`src/rtl/key_scan_debounce.sv`:
```
// Four-channel push-button front end: synchronises the active-low KEY pins, debounces
// each one and turns the clean level into press, release, long-press and auto-repeat events.
module key_scan_debounce #(
    parameter int N_KEYS          = 4,
    parameter int DEBOUNCE_CYCLES = 1000000,
    parameter int LONG_CYCLES     = 50000000,
    parameter int REPEAT_CYCLES   = 10000000
) (
    input  logic              FPGA_CLK,
    input  logic              RESET,
    input  logic [N_KEYS-1:0] KEY,
    output logic [N_KEYS-1:0] KEY_LEVEL,
    output logic [N_KEYS-1:0] KEY_PRESS,
    output logic [N_KEYS-1:0] KEY_RELEASE,
    output logic [N_KEYS-1:0] KEY_LONG,
    output logic [N_KEYS-1:0] KEY_REPEAT
);

    localparam int DW       = $clog2(DEBOUNCE_CYCLES);
    localparam int HOLD_MAX = (LONG_CYCLES > REPEAT_CYCLES) ? LONG_CYCLES : REPEAT_CYCLES;
    localparam int HW       = $clog2(HOLD_MAX);

    localparam logic [DW-1:0] DEB_LAST  = DW'(DEBOUNCE_CYCLES - 1);
    localparam logic [HW-1:0] LONG_LAST = HW'(LONG_CYCLES - 1);
    localparam logic [HW-1:0] REP_LAST  = HW'(REPEAT_CYCLES - 1);

    typedef enum logic [1:0] {
        ST_IDLE,
        ST_HELD,
        ST_LONG
    } state_e;

    for (genvar g = 0; g < N_KEYS; g++) begin : gKey
        logic          sync1_q, sync2_q;
        logic          pressedRaw;
        logic          accept;
        logic [DW-1:0] debCnt_q, debCnt_d;
        logic          level_q, level_d;
        state_e        state_q, state_d;
        logic [HW-1:0] holdCnt_q, holdCnt_d;
        logic          press_q, press_d;
        logic          rel_q, rel_d;
        logic          long_q, long_d;
        logic          rpt_q, rpt_d;

        assign pressedRaw = ~sync2_q;
        assign accept     = (pressedRaw != level_q) && (debCnt_q == DEB_LAST);

        // Any cycle where the synchronised key agrees with the accepted level restarts the count.
        always_comb begin
            debCnt_d = '0;
            level_d  = level_q;
            if (pressedRaw != level_q) begin
                if (debCnt_q == DEB_LAST) begin
                    level_d = ~level_q;
                end else begin
                    debCnt_d = debCnt_q + DW'(1);
                end
            end
        end

        // An accepted level change takes priority over hold timing, so a release
        // landing on a long-press or repeat boundary suppresses those events.
        always_comb begin
            state_d   = state_q;
            holdCnt_d = holdCnt_q;
            press_d   = 1'b0;
            rel_d     = 1'b0;
            long_d    = long_q;
            rpt_d     = 1'b0;
            if (accept && !level_q) begin
                state_d   = ST_HELD;
                holdCnt_d = '0;
                press_d   = 1'b1;
            end else if (accept && level_q) begin
                state_d   = ST_IDLE;
                holdCnt_d = '0;
                rel_d     = 1'b1;
                long_d    = 1'b0;
            end else begin
                case (state_q)
                    ST_IDLE: begin
                        holdCnt_d = '0;
                    end
                    ST_HELD: begin
                        if (holdCnt_q == LONG_LAST) begin
                            state_d   = ST_LONG;
                            holdCnt_d = '0;
                            long_d    = 1'b1;
                            rpt_d     = 1'b1;
                        end else begin
                            holdCnt_d = holdCnt_q + HW'(1);
                        end
                    end
                    ST_LONG: begin
                        if (holdCnt_q == REP_LAST) begin
                            holdCnt_d = '0;
                            rpt_d     = 1'b1;
                        end else begin
                            holdCnt_d = holdCnt_q + HW'(1);
                        end
                    end
                    default: begin
                        state_d   = ST_IDLE;
                        holdCnt_d = '0;
                        long_d    = 1'b0;
                    end
                endcase
            end
        end

        always_ff @(posedge FPGA_CLK) begin
            if (RESET) begin
                sync1_q   <= 1'b1;
                sync2_q   <= 1'b1;
                debCnt_q  <= '0;
                level_q   <= 1'b0;
                state_q   <= ST_IDLE;
                holdCnt_q <= '0;
                press_q   <= 1'b0;
                rel_q     <= 1'b0;
                long_q    <= 1'b0;
                rpt_q     <= 1'b0;
            end else begin
                sync1_q   <= KEY[g];
                sync2_q   <= sync1_q;
                debCnt_q  <= debCnt_d;
                level_q   <= level_d;
                state_q   <= state_d;
                holdCnt_q <= holdCnt_d;
                press_q   <= press_d;
                rel_q     <= rel_d;
                long_q    <= long_d;
                rpt_q     <= rpt_d;
            end
        end

        assign KEY_LEVEL[g]   = level_q;
        assign KEY_PRESS[g]   = press_q;
        assign KEY_RELEASE[g] = rel_q;
        assign KEY_LONG[g]    = long_q;
        assign KEY_REPEAT[g]  = rpt_q;
    end

endmodule

```
`config.mk`:
```
export PLATFORM = sky130hd
export DESIGN_NAME = key_scan_debounce
export DESIGN_NICKNAME = d
export VERILOG_FILES = /design/src/rtl/key_scan_debounce.sv
export SDC_FILE = /design/constraint.sdc
export NUM_CORES = 1
export LEC_CHECK = 0
export CAP_MARGIN = 20
export CORE_MARGIN = 1
export CORE_UTILIZATION = 58
export CTS_CLUSTER_SIZE = 10
export DETAILED_ROUTE_END_ITERATION = 12
export PLACE_DENSITY_LB_ADDON = 0.05
export SETUP_SLACK_MARGIN = 0.3
export SLEW_MARGIN = 10
export SYNTH_ARGS = -nofsm -noshare
export SYNTH_HDL_FRONTEND = slang
export SYNTH_SLANG_ARGS = --single-unit
export TNS_END_PERCENT = 50
```
`constraint.sdc`:
```
create_clock -name FPGA_CLK -period 2.92 [get_ports FPGA_CLK]
set_clock_uncertainty 0.15 [all_clocks]
set_input_delay 0.292 -clock FPGA_CLK [delete_from_list [all_inputs] [get_ports FPGA_CLK]]
set_output_delay 0.292 -clock FPGA_CLK [all_outputs]
set_load 0.03 [all_outputs]
```
After elaboration in Yosys (flattened, before gate mapping). Cells that the tools add are included.

Flip-flop bits (word level): 220. Input port bits: 6. Word-level logic and storage cells: 228.

Eq/ne operators: 44. Multiplexer cells: 60. $add $sub $neg: 8. Bitwise gates (word level): 20. Reductions and logical operators: 52.

Operators with widths (number): two-way mux 26 bit (8); one-hot mux 26 bit (2 select lines) (4); adder 26 x 1 -> 26 bit (second input constant) (4); == test 26 x 24 -> 1 bit (second input constant) (4); == test 26 bit (second input constant) (4); adder 20 x 1 -> 20 bit (second input constant) (4); == test 20 bit (second input constant) (4); two-way mux 1 bit (32); AND reduction 2 bit (12); OR reduction 3 bit (8); inverter 1 bit (20); inequality test 4 bit (second input constant) (4); one-hot mux 1 bit (2 select lines) (8); one-hot mux 2 bit (2 select lines) (4); OR reduction 2 bit (8); logical AND 1 bit (12); inequality test 3 x 1 -> 1 bit (second input constant) (4); inequality test 3 bit (second input constant) (4); AND reduction 3 bit (4); == test 2 x 1 -> 1 bit (second input constant) (4); == test 2 bit (second input constant) (4); zero test 2 bit (4); two-way mux 2 bit (4); inequality test 2 x 1 -> 1 bit (second input constant) (4); other kinds (3) (12).

Longest topological paths before layout.
Depth in word-level cells: 6. Mapped depth: 8.

Worst setup path before layout. Ideal clock, no wire load.

Path type: register to register. Start point: reg gKey[3].holdCnt_q[11]. End point: reg gKey[3].holdCnt_q[10]. Data arrival time: 2150 ps. Stages on the path, launching flop included: 8. Setup time: 115 ps. Data required time: 2655 ps. Path slack: 505 ps. Cell sequence: dfxtp_1 or4_1 or4_4 o41ai_2 a211o_1 buf_4 buf_6 nor2_1.

Longest elaborated chain between the ends: 3. Elaborated cells between the ends (all ways): 5.

Ends and longest elaborated chain: start, declared (RTL line 40) `logic [HW-1:0] holdCnt_q, holdCnt_d;`; start signal, assigned (RTL line 130) `holdCnt_q <= holdCnt_d;`; == test 26 x 24 -> 1 bit / == test 26 bit (equally long branches) (RTL line 96, 86); two-way mux 26 bit (on tied branches) (RTL line 96, 86); one-hot mux 26 bit (2 select lines) (*) (RTL line 81) `case (state_q)`.

Mark *: on every way between the ends. The rest lies on a longest branch, timed or not. A chain may end at the register's enable or synchronous reset.

Final worst setup path.
Start point: reg gKey[3].holdCnt_q[11]. End point: reg gKey[3].holdCnt_q[5].

Same word-level chain as after synthesis.

==> flow_metrics.tcl <==
set metrics [dict create \
    status "finished clean" \
    setup_slack_ps 406 \
    grt_pass1_wl_um 32900 \
    drt_wl_total_um 18800 \
    cts_tree "built" \
    num_rows 47 \
    period_minus_slack_ps 2510 \
    clk_pin_slew_ps 50 \
    rsz0062_at_grt "false" \
    ys_warn_count 0 \
    ys_seq_elements 220 \
    synth-async-reset-ratio 0 \
    crit_path_start_kind "flip-flop" \
    cp_cell_sequence "or4_1 > or4_4 > o41ai_2 > a211o_1 > buf_12 > nor2_1" \
    register_area_mm2 0.00440 \
    nets 1186 \
    dpl.hpwl_um 12600 \
    hold_class "in -> reg" \
    coreArea_mm2 0.0167 \
    timing_hold_violations_final 0 \
    ctsHoldBuffers 0 \
    fin_util 0.664 \
    synth_area_mm2 0.0100 \
    synth_top_area_share 0.440 \
    peakVddDrop_mv 0.520 \
    clock_latency_ps 520 \
    cts_buffers 26 \
    maxSlewViolCount 0 \
    avgRoutedWirePerCell_um 13.6 \
    critPathBufInv 1 \
    synth_edf_count 0 \
    powerDensity_mw_per_mm2 536 \
    fin_tns_setup_ps 0 \
    cp.required_ps 3170 \
    yosysUniqueCellTypes 57 \
    ys_seq_area_frac 0.440 \
    cts.sinks 220 \
    synth_largest_area_cell "dfxtp_1" \
    netlist_instances 1148 \
    crit_path_max_incr_delay_ps 520 \
    syn_nets 1174 \
    synth_top_flop_cell "dfxtp_1" \
    grt_remaining_overflow 0 \
    tightest_slew_ps 726 \
    start_util 0.600 \
    io_pins 26 \
    multi_input_area_mm2 0.00522 \
    gr-usage-all-layers 0.217 \
    io_buffers 25 \
    end_kind "flip-flop" \
    die_h_um 133 \
    antennaDiodeCount 0 \
    syn_area_per_cell_um2 8.73 \
    timing.fmax_ghz 0.398 \
    yosys-top-cells-area "dfxtp_1, xor2_1, nor2_1" \
    place_congestion 0.786 \
    cts_buffer_depth 3 \
    syn2layout_area_growth_pct 10.7 \
    grt_max_degree 28 \
    cp.arrival_ps 2770 \
    finalSetupViolCount 0 \
    die_width_um 133 \
    drive_gt1_frac 0.0515 \
    drt_iter0_markers 368 \
    final.fill_count 1417 \
    firstDrtPassIters 4 \
    maxSlewHeadroom 0.515 \
    place_ws_ps 429 \
    cpMaxStageDelayCell "or4_1" \
    power_leakage_uw 0.00357 \
    path_delay_family "simple AND/OR/NAND/NOR gates" \
    post-route-period-util 0.861 \
    cp_max_fo 26 \
    clock-root-buffer "clkbuf_16" \
    cts_setup_buffers 0 \
    critPathKind "reg -> reg" \
    routed_via_density 5.49 \
    dr_total_vias 7597 \
    drv_cap 0 \
    first_global_vias 7152 \
    drt.antenna.violating_nets 0 \
    drc 0 \
    antenna_found_initial 0 \
    dieArea_mm2 0.0178 \
    postCtsResizedCells 0 \
    cts_max_level 1 \
]
-- power by group --
group	total (uW)	internal [uW]	switching, uW
sequential	3020	3010	7.50
clock	2870	1750	1130
combinational	54.3	21.8	32.5
total	5950	4780	1170
-- layout by cell type (no fill, tap or decap), types with 3 or more instances in the layout --
cell | Yosys | final
nand3b_1 | 3 | 3
and4_1 | 23 | 23
a21oi_1 | 6 | 6
clkdlybuf4s50_1 | 0 | 25
or4_1 | 10 | 10
and2_1 | 8 | 8
nand3_1 | 73 | 73
nor2_1 | 223 | 223
nand2_1 | 64 | 64
dfxtp_1 | 220 | 220
nand4b_1 | 4 | 4
xnor2_1 | 72 | 72
nor4bb_1 | 3 | 3
clkbuf_16 | 0 | 27
inv_1 | 29 | 29
a31oi_1 | 4 | 4
nor3_1 | 42 | 42
or3_1 | 3 | 3
a22oi_1 | 5 | 5
nor4_1 | 24 | 24
a21o_1 | 4 | 4
o21ai_0 | 7 | 7
nor2b_1 | 6 | 6
ha_1 | 20 | 20
clkbuf_1 | 23 | 4
nand2b_1 | 3 | 3
buf_4 | 21 | 8
nor4b_1 | 8 | 8
xor2_1 | 99 | 99
or2_2 | 12 | 12
nand4_1 | 56 | 56
nor3b_1 | 3 | 3
o41a_1 | 3 | 3
and3_1 | 29 | 29
-- metal layers --
metal  vias up  wire length (um)  global-route usage  share of wire
met4         0               299              0.0568          0.016
met3        26               659              0.0297          0.035
met1      3511              9270               0.298           0.49
met5         -                 0                   0              0
met2       100              8600               0.359           0.46
li1       3960                 -                   -              -
-- synth_stat cells (4+ instances only) --
library cell and number:
nor2_1 223, dfxtp_1 220, xor2_1 99, nand3_1 73, xnor2_1 72, nand2_1 64
nand4_1 56, nor3_1 42, and3_1 29, inv_1 29, nor4_1 24, and4_1 23
clkbuf_1 23, buf_4 21, ha_1 20, or2_2 12, or4_1 10, and2_1 8
nor4b_1 8, o21ai_0 7, a21oi_1 6, nor2b_1 6, a22oi_1 5, buf_2 5
a21o_1 4, a31oi_1 4, nand4b_1 4
-- path summary, 6_finish.rpt --
check	startpoint	cells after the start	endpoint	slack [ps]
worst min-delay path	KEY[1]	2	gKey[1].sync1_q$_SDFF_PP1_	190
worst max-delay path	gKey[3].holdCnt_q[11]$_SDFF_PP0_	6	gKey[3].holdCnt_q[5]$_SDFF_PP0_	410
worst max register to register	gKey[3].holdCnt_q[11]$_SDFF_PP0_	6	gKey[3].holdCnt_q[5]$_SDFF_PP0_	410
worst min register to register	gKey[0].sync1_q$_SDFF_PP1_	1	gKey[0].sync2_q$_SDFF_PP1_	260
-- cells by family (layout without fill, tap and decap cells) --
| logic type | after synthesis | after routing | synth area share |
|---|---|---|---|
| adder cells (fa/ha/maj) | 20 | 20 | 0.0250 |
| AND/OR/NAND/NOR | 603 | 603 | 0.304 |
| XOR/XNOR | 171 | 171 | 0.149 |
| buffers and inverters | 80 | 97 | 0.0400 |
| AO/OA/AOI/OAI | 54 | 54 | 0.0416 |
| flip-flops | 220 | 220 | 0.440 |
-- final cells by class --
class                           count  area share
Sequential cell                   220       0.397
Timing Repair Buffer               35      0.0316
Clock inverter                      1     0.00271
Clock buffer                       32      0.0635
Tap cell                          220      0.0248
Inverter                           29     0.00982
Multi-Input combinational cell    848       0.470
-- sequential cells by signal, indices dropped and copies added, names as in the netlist --
name,count
gKey.rel_q,4
gKey.sync2_q,4
gKey.level_q,4
gKey.debCnt_q,80
gKey.holdCnt_q,104
gKey.state_q,8
gKey.press_q,4
gKey.rpt_q,4
gKey.sync1_q,4
gKey.long_q,4
-- stage by stage --
stage	hold WS (ps)	instances	area, um2	power (uW)
6_report	194	1385	11100	5950
5_1_grt	201	1385	11100	6140
4_1_cts	186	1385	11100	6020
3_5_place_dp	249	1352	10400	3140
3_3_place_gp	245	1352	10400	3140
2_1_floorplan	239	1148	10000	3120
-- worst register-to-register path, cell delays in order, from the launching register on --
cell and delay (ps):
dfxtp_1 330, or4_1 520, or4_4 520, o41ai_2 400
a211o_1 220, buf_12 170, nor2_1 80
Power figures use the tool's default switching activity.
